`src/rtl/sdrc_bus_width_conv.sv`:
```
// App <-> SDRAM data-width converter: splits app words into 1/2/4/8 beats and packs read beats back.
// Optional macro SDRC_WCONV_RDREG_EN registers the read outputs (+1 cycle read latency).
module sdrc_bus_width_conv #(
    parameter int APP_DW = 32,
    parameter int CW     = 3
) (
    input  logic                  clk,
    input  logic                  reset,
    input  logic [1:0]            sdr_width,
    input  logic [APP_DW-1:0]     app_wr_data,
    input  logic [APP_DW/8-1:0]   app_wr_en_n,
    output logic                  app_wr_next,
    output logic [APP_DW-1:0]     a2x_wrdt,
    output logic [APP_DW/8-1:0]   a2x_wren_n,
    input  logic                  x2a_wrnext,
    input  logic                  x2a_wrlast,
    input  logic [APP_DW-1:0]     x2a_rddt,
    input  logic                  x2a_rdok,
    input  logic                  x2a_rdlast,
    output logic [APP_DW-1:0]     app_rd_data,
    output logic                  app_rd_valid,
    output logic                  app_rd_partial,
    output logic                  wr_trunc,
    output logic [CW-1:0]         wr_xfr_count,
    output logic [CW-1:0]         rd_xfr_count
);

    localparam int NB = APP_DW / 8;

    logic [1:0]        r_width;
    logic [CW-1:0]     r_wr_cnt;
    logic [CW-1:0]     r_rd_cnt;
    logic [APP_DW-1:0] r_saved;

    logic [1:0]        w_log2n;
    logic [CW-1:0]     w_last;
    logic [9:0]        w_lane_w;
    logic [9:0]        w_lane_b;
    logic [9:0]        w_wr_sh;
    logic [9:0]        w_wr_shb;
    logic [9:0]        w_rd_sh;
    logic [APP_DW-1:0] w_dmask;
    logic [NB-1:0]     w_bmask;
    logic              w_wchg;
    logic              w_act;
    logic              w_wr_end;
    logic              w_rd_end;
    logic [APP_DW-1:0] w_rd_merged;
    logic              w_rd_valid;
    logic              w_rd_partial;

    // A 32-bit app word cannot be split into 8 beats, so 1/8 falls back to 1/4.
    always_comb begin
        w_log2n = 2'd0;
        w_last  = '0;
        case (sdr_width)
            2'b00: begin w_log2n = 2'd0; w_last = CW'(0); end
            2'b01: begin w_log2n = 2'd1; w_last = CW'(1); end
            2'b10: begin w_log2n = 2'd2; w_last = CW'(3); end
            default: begin
                if (APP_DW == 32) begin
                    w_log2n = 2'd2; w_last = CW'(3);
                end else begin
                    w_log2n = 2'd3; w_last = CW'(7);
                end
            end
        endcase
    end

    assign w_lane_w = 10'(APP_DW) >> w_log2n;
    assign w_lane_b = w_lane_w >> 3;
    assign w_wr_sh  = w_lane_w * 10'(r_wr_cnt);
    assign w_wr_shb = w_lane_b * 10'(r_wr_cnt);
    assign w_rd_sh  = w_lane_w * 10'(r_rd_cnt);
    assign w_dmask  = ~({APP_DW{1'b1}} << w_lane_w);
    assign w_bmask  = ~({NB{1'b1}} << w_lane_b);

    // Beats arriving in the cycle a width change is detected belong to a dropped word.
    assign w_wchg   = (sdr_width != r_width);
    assign w_act    = !reset && !w_wchg;

    assign a2x_wrdt   = (app_wr_data >> w_wr_sh) & w_dmask;
    assign a2x_wren_n = (app_wr_en_n >> w_wr_shb) | ~w_bmask;

    assign w_wr_end    = (r_wr_cnt == w_last);
    assign app_wr_next = w_act && x2a_wrnext && (w_wr_end || x2a_wrlast);
    assign wr_trunc    = w_act && x2a_wrnext && x2a_wrlast && !w_wr_end;

    assign w_rd_end     = (r_rd_cnt == w_last);
    assign w_rd_merged  = r_saved | ((x2a_rddt & w_dmask) << w_rd_sh);
    assign w_rd_valid   = w_act && x2a_rdok && (w_rd_end || x2a_rdlast);
    assign w_rd_partial = w_rd_valid && x2a_rdlast && !w_rd_end;

    assign wr_xfr_count = r_wr_cnt;
    assign rd_xfr_count = r_rd_cnt;

    always_ff @(posedge clk) begin
        if (reset) begin
            r_width  <= 2'b00;
            r_wr_cnt <= '0;
            r_rd_cnt <= '0;
            r_saved  <= '0;
        end else begin
            r_width <= sdr_width;
            if (w_wchg) begin
                r_wr_cnt <= '0;
                r_rd_cnt <= '0;
                r_saved  <= '0;
            end else begin
                if (x2a_wrnext) begin
                    if (w_wr_end || x2a_wrlast) r_wr_cnt <= '0;
                    else                        r_wr_cnt <= r_wr_cnt + CW'(1);
                end
                if (x2a_rdok) begin
                    if (w_rd_end || x2a_rdlast) begin
                        r_rd_cnt <= '0;
                        r_saved  <= '0;
                    end else begin
                        r_rd_cnt <= r_rd_cnt + CW'(1);
                        r_saved  <= w_rd_merged;
                    end
                end
            end
        end
    end

`ifdef SDRC_WCONV_RDREG_EN
    logic [APP_DW-1:0] r_rd_data_p1;
    logic              r_rd_valid_p1;
    logic              r_rd_partial_p1;

    // Read output stage p1
    always_ff @(posedge clk) begin
        if (reset) begin
            r_rd_data_p1    <= '0;
            r_rd_valid_p1   <= 1'b0;
            r_rd_partial_p1 <= 1'b0;
        end else begin
            r_rd_data_p1    <= w_rd_merged;
            r_rd_valid_p1   <= w_rd_valid;
            r_rd_partial_p1 <= w_rd_partial;
        end
    end

    assign app_rd_data    = r_rd_data_p1;
    assign app_rd_valid   = r_rd_valid_p1;
    assign app_rd_partial = r_rd_partial_p1;
`else
    assign app_rd_data    = w_rd_merged;
    assign app_rd_valid   = w_rd_valid;
    assign app_rd_partial = w_rd_partial;
`endif

endmodule

```
`config.mk`:
```
export PLATFORM = sky130hd
export DESIGN_NAME = sdrc_bus_width_conv
export DESIGN_NICKNAME = d
export VERILOG_FILES = /design/src/rtl/sdrc_bus_width_conv.sv
export SDC_FILE = /design/constraint.sdc
export NUM_CORES = 1
export LEC_CHECK = 0
export ABC_AREA = 1
export CORE_ASPECT_RATIO = 0.9
export CORE_MARGIN = 10
export CORE_UTILIZATION = 30
export CTS_CLUSTER_SIZE = 10
export DETAILED_ROUTE_END_ITERATION = 16
export MAX_ROUTING_LAYER = met4
export SLEW_MARGIN = 30
export SYNTH_ARGS = -nofsm -noshare
export SYNTH_HDL_FRONTEND = slang
export SYNTH_SLANG_ARGS = --single-unit
```
`constraint.sdc`:
```
create_clock -name clk -period 5.3 [get_ports clk]
set_input_delay 1.06 -clock clk [delete_from_list [all_inputs] [get_ports clk]]
set_output_delay 1.06 -clock clk [all_outputs]
set_load 0.03 [all_outputs]
```
==> results of run 1 <==
==> repair_timing <==
action	CTS	global route
buffers inserted	0	3
endpoints found under the hold margin	0	0
setup endpoints to repair	0	60
gates resized for setup	0	17
==> sequential cells by signal, summed over array words and instances, names as in the netlist <==
name          flops
rd_xfr_count      3
wr_xfr_count      3
r_width           2
r_saved          32
==> worst max-delay path, delay by kind of cell <==
family | cells | cell delay, ns
adder cells (fa/ha/maj) | 4 | 1.29
buffers and inverters | 6 | 0.62
AO/OA/AOI/OAI | 2 | 0.18
AND/OR/NAND/NOR | 7 | 0.68
==> power breakdown <==
part           total, mW  switching [mW]  internal, mW
Sequential         0.308         0.00306         0.305
Clock              0.379           0.131         0.248
Combinational      0.466           0.270         0.196
==> logic make-up after synthesis <==
group | count (synthesis) | share of synthesized area
and+or+nand+nor | 382 | 0.404
DFF | 40 | 0.195
adders and majority gates | 25 | 0.0888
buffers and inverters | 130 | 0.138
AOI/OAI and AO/OA | 114 | 0.169
xor gates and xnor gates | 2 | 0.00426
other | 1 | 0.000912
==> layout by cell type, fill, tap and decap left out, types with 7 or more instances in the layout <==
| cell | n |
|---|---|
| ha_1 | 16 |
| inv_1 | 88 |
| buf_4 | 93 |
| nand3_1 | 86 |
| fa_1 | 7 |
| a21oi_1 | 42 |
| a21oi_2 | 12 |
| clkdlybuf4s50_1 | 82 |
| nand2_1 | 192 |
| nor2_1 | 77 |
| o21ai_0 | 20 |
| o21ai_2 | 13 |
| o21ai_1 | 12 |
| dfxtp_1 | 40 |
| buf_12 | 12 |
==> area by class of cell <==
class                      instances  area, µm²
fill                            1457       7230
multi-input combinational        527       2790
timing repair buffer             191       1810
sequential                        40        801
inverter                          99        379
tap                              168        210
clock buffer                       7        153
clock inverter                     1       30.0
antenna                            2       5.00
==> through the flow <==
step | util | cells | power (mW)
after floorplan | - | 697 | 0.567
after global placement | 0.441 | 1022 | 0.779
after detailed placement | 0.441 | 1022 | 0.778
after CTS | 0.454 | 1030 | 1.16
after global routing | 0.461 | 1035 | 1.21
final | 0.461 | 1035 | 1.15
==> layer usage <==
layer	wire (µm)	share of wire	track usage	vias up
li1	-	-	-	2561
met1	7560	0.48	0.225	2213
met2	7050	0.45	0.251	143
met3	941	0.060	0.0317	11
met4	99	0.0063	0.0210	0
met5	0	0	-	-
==> worst min path at each step <==
stage                     start           to  slack [ns]  depth (start not counted)
floorplan           r_saved[10]  r_saved[10]        0.44                          2
detailed placement  r_saved[24]  r_saved[24]        0.46                          2
finish              r_saved[24]  r_saved[24]        0.47                          2
global placement    r_saved[28]  r_saved[28]        0.45                          2
CTS                 r_saved[24]  r_saved[24]        0.47                          2
global route        r_saved[10]  r_saved[10]        0.49                          2
==> impl_metrics.toml, run 1 <==
[timing]
fmax_mhz = 204
max_slew.worst_pin.slew_ns = 0.525
hold_violations = 0
skew_ns = 0.00636
setup_violations = 0
final_max_slew_viol_count = 0
setup_slack_ns = 0.401
slew_headroom = 0.650
grt_setup_unrepaired = "no"
timing.final.crit_share = 0.924
finalCriticalPeriod_ns = 4.90
setup_tns_ns = 0
whs_ns = 0.469

[routing]
ant_nets = 0
routed_wirelength_mm = 15.6
drc = 0
first_pass_iters = 5
wl_per_cell_um = 15.1
drt_iter0_markers = 348
routed-via-count = 4928
vias_per_cell = 4.76

[synthesis]
postSynthAreaPerCell_um2 = 5.93
synthFlopType = "dfxtp_1"
netlist_instances = 694
yosys.area.top_type_share = 0.195
synth.area.top_cells = "dfxtp_1 19%, nand2_1 18%, nand3_1 10%, inv_1 8.2%, nor2_1 7.2%"
synth_common_cells = "192 x nand2_1, 90 x inv_1, 86 x nand3_1, 79 x nor2_1, 43 x a21oi_1"
ys_seq_area_frac = 0.195
ys_ff_latch = 40
synth.largest_area_cell = "dfxtp_1"
yosysMostFrequentCell = "nand2_1"
syn_area_um2 = 4110
ys_async_sr_fraction = 0
synth_edf_count = 0
ys_types = 42
ys_warn_count = 0

[cts]
clock_path_buffers = 2
cts_tree = "yes"
cts_htree_levels = 2
cts-root-buf = "clkbuf_16"
ctsHoldBuffers = 0
cts.sinks = 40
cts_buffers = 5
path_clk_slew_ns = 0.06
worst_skew_pair.late_latency_ns = 0.29

[critical_path]
rrSetupSlack_ns = 2.39
critical_path_required_ns = 4.24
rr_worst_depth = 14
endpoint = "a2x_wren_n[2]"
end_kind = "output pin"
worst_path_most_repeated_cell = "nand2_1"
r2r-start = "rd_xfr_count[0]"
worst_setup_path_start_kind = "input port"
crit_fanout = 6
critical_path_class = "in2out"
crit_chain = "dlymetal6s2s_1 > buf_6 > nor2_8 > ha_4 > inv_2 > fa_1 > inv_2 > ha_4 > inv_1 > fa_1 > o21ai_2 > nor3_2 > nand2_1 > nor2_2 > nand2_1 > nand2_1 > nand2_1 > o21ai_1 > buf_4"
cp_slowest_stage_delay_ns = 0.54
r2r_end = "r_saved[25]"
critical_path.slowest_cell = "fa_1"
crit_arrival_ns = 3.84
critPathLaunch = "sdr_width[1]"

[die]
start_util = 0.307
io_pins = 154
fp.dieW_um = 143
coreArea_um2 = 13400
row_count = 40
die_area_um2 = 18800
die_h_um = 131

[run]
drv_cap = 0

[outcome]
status = "completed"

[power_and_ir_drop]
power_leakage_nw = 3.10
peakVddDrop_mv = 0.147
power_density_nw_per_um2 = 187

[grt]
grt_pass1_wl_mm = 24.4
grt_max_degree = 29
gr-total-overflow = 0
grt_pass1_vias = 4603
track_usage = 0.164
antenna_found_initial = 2

[placed_design]
dpl.hpwl_mm = 12.4
dpl_cell_area_um2 = 5910
io_buffers = 153
routabilityCongestion = 0.853
pre_cts_slack_ns = 0.0668

[hold_path]
worst_hold_path_type = "reg2reg"

[cells_and_area]
syn_to_final_growth_pct = 50.2
drive_gt1_frac = 0.198
nNetsFinal = 965
postLayoutCellArea_um2 = 6180
Note: power is estimated with default switching activity, not from simulation.
==> run 2, diff against run 1 <==
SETUP_SLACK_MARGIN = 0.2   (was unset)
SLEW_MARGIN = 20   (was 30)
==> run 2 against run 1 <==
Compared with the run above: wire length decreased by 0.63%; critical path depth decreased by 1; setup slack worse by 0.0069 ns; maximum frequency down 0.14%; register-to-register slack improved by 0.02 ns; critical endpoint unchanged; highest routed layer unchanged.
==> impl_metrics.toml, run 2 (synthesis gave the netlist of run 1 again) <==
[cts]
cts.sinks = 40
clock_path_buffers = 2
cts_htree_levels = 2
cts_tree = "yes"
path_clk_slew_ns = 0.06
cts_buffers = 5
cts-root-buf = "clkbuf_16"
worst_skew_pair.late_latency_ns = 0.29
ctsHoldBuffers = 0

[critical_path]
crit_family = "adder cells"
crit_fanout = 4
critical_path_class = "in2out"
crit_arrival_ns = 3.85
cp_slowest_stage_delay_ns = 0.48
worst_path_most_repeated_cell = "nand2_1"
critical_path_required_ns = 4.24
critPathBufInv = 5
end_kind = "output pin"
worst_setup_path_start_kind = "input port"
crit_chain = "dlygate4sd2_1 > nor2_8 > ha_2 > inv_1 > fa_1 > inv_2 > ha_4 > inv_1 > fa_1 > o21ai_1 > nor3_2 > nand2_1 > nor2_2 > nand2_1 > nand2_1 > nand2_1 > o21ai_1 > buf_4"
critical_path.slowest_cell = "fa_1"

[cells_and_area]
final_common_cell = "nand2_1"
final_core_util = 0.460
diodes = 0
top_register = "r_saved"
final_cell_mix = "190 x nand2_1, 89 x inv_1, 85 x nand3_1"
nFillCells = 1397
postLayoutCellArea_um2 = 6170
multiInputGateArea_um2 = 2810
syn_to_final_growth_pct = 50.0
seq_area_um2 = 801
drive_gt1_frac = 0.199
largest_reg_flops = 32
nNetsFinal = 961

[routing]
drt_iter0_markers = 266
routed_wirelength_mm = 15.5
drc = 0
wl_per_cell_um = 15.1
routed-via-count = 4933
vias_per_cell = 4.80
ant_nets = 0
first_pass_iters = 5

[timing]
skew_ns = 0.00991
setup_slack_ns = 0.394
hold_violations = 0
setup_tns_ns = 0
timing.final.crit_share = 0.926
final_max_slew_viol_count = 0
fmax_mhz = 204
setup_violations = 0
grt_setup_unrepaired = "no"
finalCriticalPeriod_ns = 4.91

[die]
io_pins = 154
die_h_um = 131
start_util = 0.307
die_area_um2 = 18800
row_count = 40
fp.dieW_um = 143
coreArea_um2 = 13400

[placed_design]
io_buffers = 153
routabilityCongestion = 0.898
pre_cts_slack_ns = 0.0586
dpl_cell_area_um2 = 5920
dpl.hpwl_mm = 12.2

[run]
drv_cap = 0

[grt]
grt_pass1_wl_mm = 24.0
track_usage = 0.162
grt_max_degree = 29
grt_pass1_vias = 4611
antenna_found_initial = 0
gr-total-overflow = 0

[hold_path]
worst_hold_path_type = "reg2reg"

[outcome]
status = "completed"

[power_and_ir_drop]
power_leakage_nw = 3.06
power_density_nw_per_um2 = 176
peakVddDrop_mv = 0.122
p_total_mw = 1.08
## run 2: worst paths after layout
kind         depth (start not counted)  slack (ns)             from       endpoint
min                                  2        0.46      r_saved[29]    r_saved[29]
max                                 18        0.39     sdr_width[0]  a2x_wren_n[2]
min reg2reg                          2        0.46      r_saved[29]    r_saved[29]
max reg2reg                         14        2.41  rd_xfr_count[0]    r_saved[30]
## run 2: cell type report
class,instances,area share
multi-input cells,527,0.455
repair buffers,187,0.297
flip-flops and latches,40,0.130
inverters,99,0.0618
well taps,168,0.0341
clock buffers,5,0.0203
clock inverters,2,0.00203
## run 2: power by group
part	switching (mW)	internal, mW	total [mW]
Combinational	0.270	0.199	0.469
Sequential	0.00283	0.305	0.307
Clock	0.136	0.171	0.307
## run 2: metrics by stage
| step | hold WS (ns) | std cells |
|---|---|---|
| floorplan | 0.444 | 697 |
| global placement | 0.455 | 1016 |
| global route | 0.496 | 1028 |
| CTS | 0.466 | 1024 |
| detailed placement | 0.457 | 1016 |
| finish | 0.464 | 1028 |
## run 2: worst reg2reg max path: stages, from the launching register on
cell,delay (ns)
dfxtp_1,0.49
ha_1,0.20
inv_1,0.04
fa_1,0.49
fa_1,0.45
nand2_1,0.07
inv_1,0.08
nor2_8,0.15
buf_4,0.18
nand3_1,0.11
nand2_1,0.09
nand3_1,0.11
nand2_1,0.18
nand2_1,0.07
a21oi_1,0.12
## run 2: timing repair
item | CTS | global route
buffers inserted | 1 | 4
resized for setup | 4 | 22
endpoints found under the hold margin | 0 | 0
setup endpoints to repair | 47 | 40
pin swaps | 2 | 7
## run 2: layer usage
metal  GRT usage  vias to the layer above  share of wire
li1            -                     2549              -
met1       0.222                     2208           0.47
met2       0.246                      165           0.45
met3      0.0328                       11          0.074
met4      0.0258                        0          0.010
met5           -                        -              0
==> run 3, diff against run 2 <==
ABC_AREA = unset   (was 1)
==> run 3 against run 2 <==
Compared with the run above: cell area down 3.9%; die area decreased by 8.3%; area after synthesis is 9.7% lower; non-clock buffer count up 6.
==> impl_metrics.toml, run 3 <==
[timing]
fmax_mhz = 202
setup_tns_ns = 0
slew_headroom = 0.467
timing.final.crit_share = 0.932
grt_setup_unrepaired = "no"
final_max_slew_viol_count = 0
finalCriticalPeriod_ns = 4.94
setup_violations = 0
hold_violations = 0
skew_ns = 0.00525
setup_slack_ns = 0.361
max_slew.worst_pin.slew_ns = 0.797

[cells_and_area]
final_cell_mix = "97 x buf_4, 83 x clkdlybuf4s50_1, 41 x nand2_1"
drive_gt1_frac = 0.278
syn_to_final_growth_pct = 59.7
largest_reg_flops = 32
final_cells = 796
top_register = "r_saved"
nFillCells = 1206
final_common_cell = "buf_4"
diodes = 0
nNetsFinal = 737

[synthesis]
yosysMostFrequentCell = "nor2_1"
ys_seq_area_frac = 0.216
ys_ff_latch = 40
synth_edf_count = 0
synth.area.top_cells = "dfxtp_1 22%, ha_1 6.1%, mux2i_1 4.9%, nor2_1 4.6%, a211oi_1 4.4%"
ys_types = 53
synth.largest_area_cell = "dfxtp_1"
postSynthAreaPerCell_um2 = 7.92
synth_common_cells = "46 x nor2_1, 41 x nand2_1, 40 x dfxtp_1, 23 x and2_1, 22 x a211oi_1"
syn_area_um2 = 3710
synthFlopType = "dfxtp_1"
yosys.area.top_type_share = 0.216
ys_warn_count = 0
ys_async_sr_fraction = 0
netlist_instances = 469

[routing]
routed-via-count = 4225
drc = 0
ant_nets = 0
vias_per_cell = 5.31
drt_iter0_markers = 290
routed_wirelength_mm = 14.8
first_pass_iters = 5
wl_per_cell_um = 18.5

[cts]
cts_tree = "yes"
path_clk_slew_ns = 0.06
cts_htree_levels = 2
cts_buffers = 5
clock_path_buffers = 2
cts.sinks = 40
worst_skew_pair.late_latency_ns = 0.28
ctsHoldBuffers = 0
cts-root-buf = "clkbuf_16"

[grt]
grt_max_degree = 39
antenna_found_initial = 0
grt_pass1_vias = 4360
gr-total-overflow = 0
track_usage = 0.170
grt_pass1_wl_mm = 23.3

[die]
die_area_um2 = 17200
io_pins = 154
fp.dieW_um = 137
start_util = 0.308
row_count = 38
die_h_um = 126
coreArea_um2 = 12100

[critical_path]
end_kind = "output pin"
critical_path_required_ns = 4.24
crit_fanout = 16
worst_setup_path_start_kind = "input port"
critical_path_class = "in2out"
crit_arrival_ns = 3.88
critPathLaunch = "sdr_width[1]"
r2r-start = "rd_xfr_count[0]"

[placed_design]
routabilityCongestion = 0.890
pre_cts_slack_ns = -0.0444
dpl.hpwl_mm = 11.8
dpl.cell_count = 784
io_buffers = 153

[power_and_ir_drop]
p_total_mw = 1.11
power_leakage_nw = 2.54
power_density_nw_per_um2 = 187
peakVddDrop_mv = 0.119

[outcome]
status = "completed"

[hold_path]
worst_hold_path_type = "reg2reg"
hp-start = "r_saved[17]"

[run]
drv_cap = 0
-- run 3: changes by cell type after synthesis, moves of 14 or more --
cell / previous run / this run
nor2_1: 79 / 46
clkbuf_1: 7 / 21
mux2i_1: 0 / 18
inv_1: 90 / 19
and2_1: 0 / 23
nor2b_1: 0 / 17
a211oi_1: 0 / 22
nand3_1: 86 / 6
a31oi_1: 5 / 21
a21oi_1: 43 / 19
o21ai_0: 21 / 2
nand2_1: 192 / 41
-- run 3: cell families after synthesis --
family / count (synthesis) / synth area share
multiplexers: 28 / 0.0788
flip-flops: 40 / 0.216
other: 1 / 0.00101
AND/OR/NAND/NOR: 187 / 0.270
adder cells (fa/ha/maj): 25 / 0.0984
buffers and inverters: 56 / 0.0691
AO/OA/AOI/OAI: 127 / 0.255
XOR/XNOR: 5 / 0.0118
-- run 3: area by class of cell --
class                   count  area (µm²)  share of cell area
repair buffers            193        1750               0.294
clock buffers               5         125              0.0211
multi-input cells         376        2920               0.493
flip-flops and latches     40         801               0.135
well taps                 160         200              0.0338
clock inverters             2        60.1              0.0101
inverters                  20        75.1              0.0127
-- run 3: layer usage --
| layer | track usage | share of wire | vias to the layer above |
|---|---|---|---|
| met3 | 0.0340 | 0.077 | 22 |
| met2 | 0.271 | 0.47 | 164 |
| li1 | - | - | 2054 |
| met4 | 0.0384 | 0.019 | 0 |
| met1 | 0.215 | 0.44 | 1985 |
| met5 | - | 0 | - |
-- run 3: critical path, stage by stage --
cell,delay [ns]
buf_2,0.18
nor2_4,0.13
ha_2,0.18
inv_1,0.04
fa_1,0.48
fa_1,0.50
or4b_4,0.47
or2_1,0.26
buf_12,0.18
a211oi_4,0.20
buf_4,0.19
-- run 3: worst paths after layout --
kind / endpoint / slack [ns] / cells after the start
max reg2reg: r_saved[12] / 2.28 / 9
min: r_saved[17] / 0.46 / 2
min reg2reg: r_saved[17] / 0.46 / 2
max: a2x_wrdt[7] / 0.36 / 11
-- run 3: power by group --
group | switching, mW | total, mW | internal, mW
sequential | 0.00235 | 0.306 | 0.304
combinational | 0.234 | 0.423 | 0.189
clock | 0.115 | 0.382 | 0.267
-- run 3: stage by stage --
stage	util	instance area (µm²)	hold slack (ns)
finish	0.491	5930	0.457
global route	0.491	5930	0.497
CTS	0.487	5880	0.459
detailed placement	0.468	5650	0.447
global placement	0.468	5650	0.447
floorplan	-	3970	0.431
-- run 3: repair_timing --
action	in CTS	in global routing
pin swaps	2	3
setup endpoints to repair	64	50
buffers inserted	3	2
resized for setup	4	13
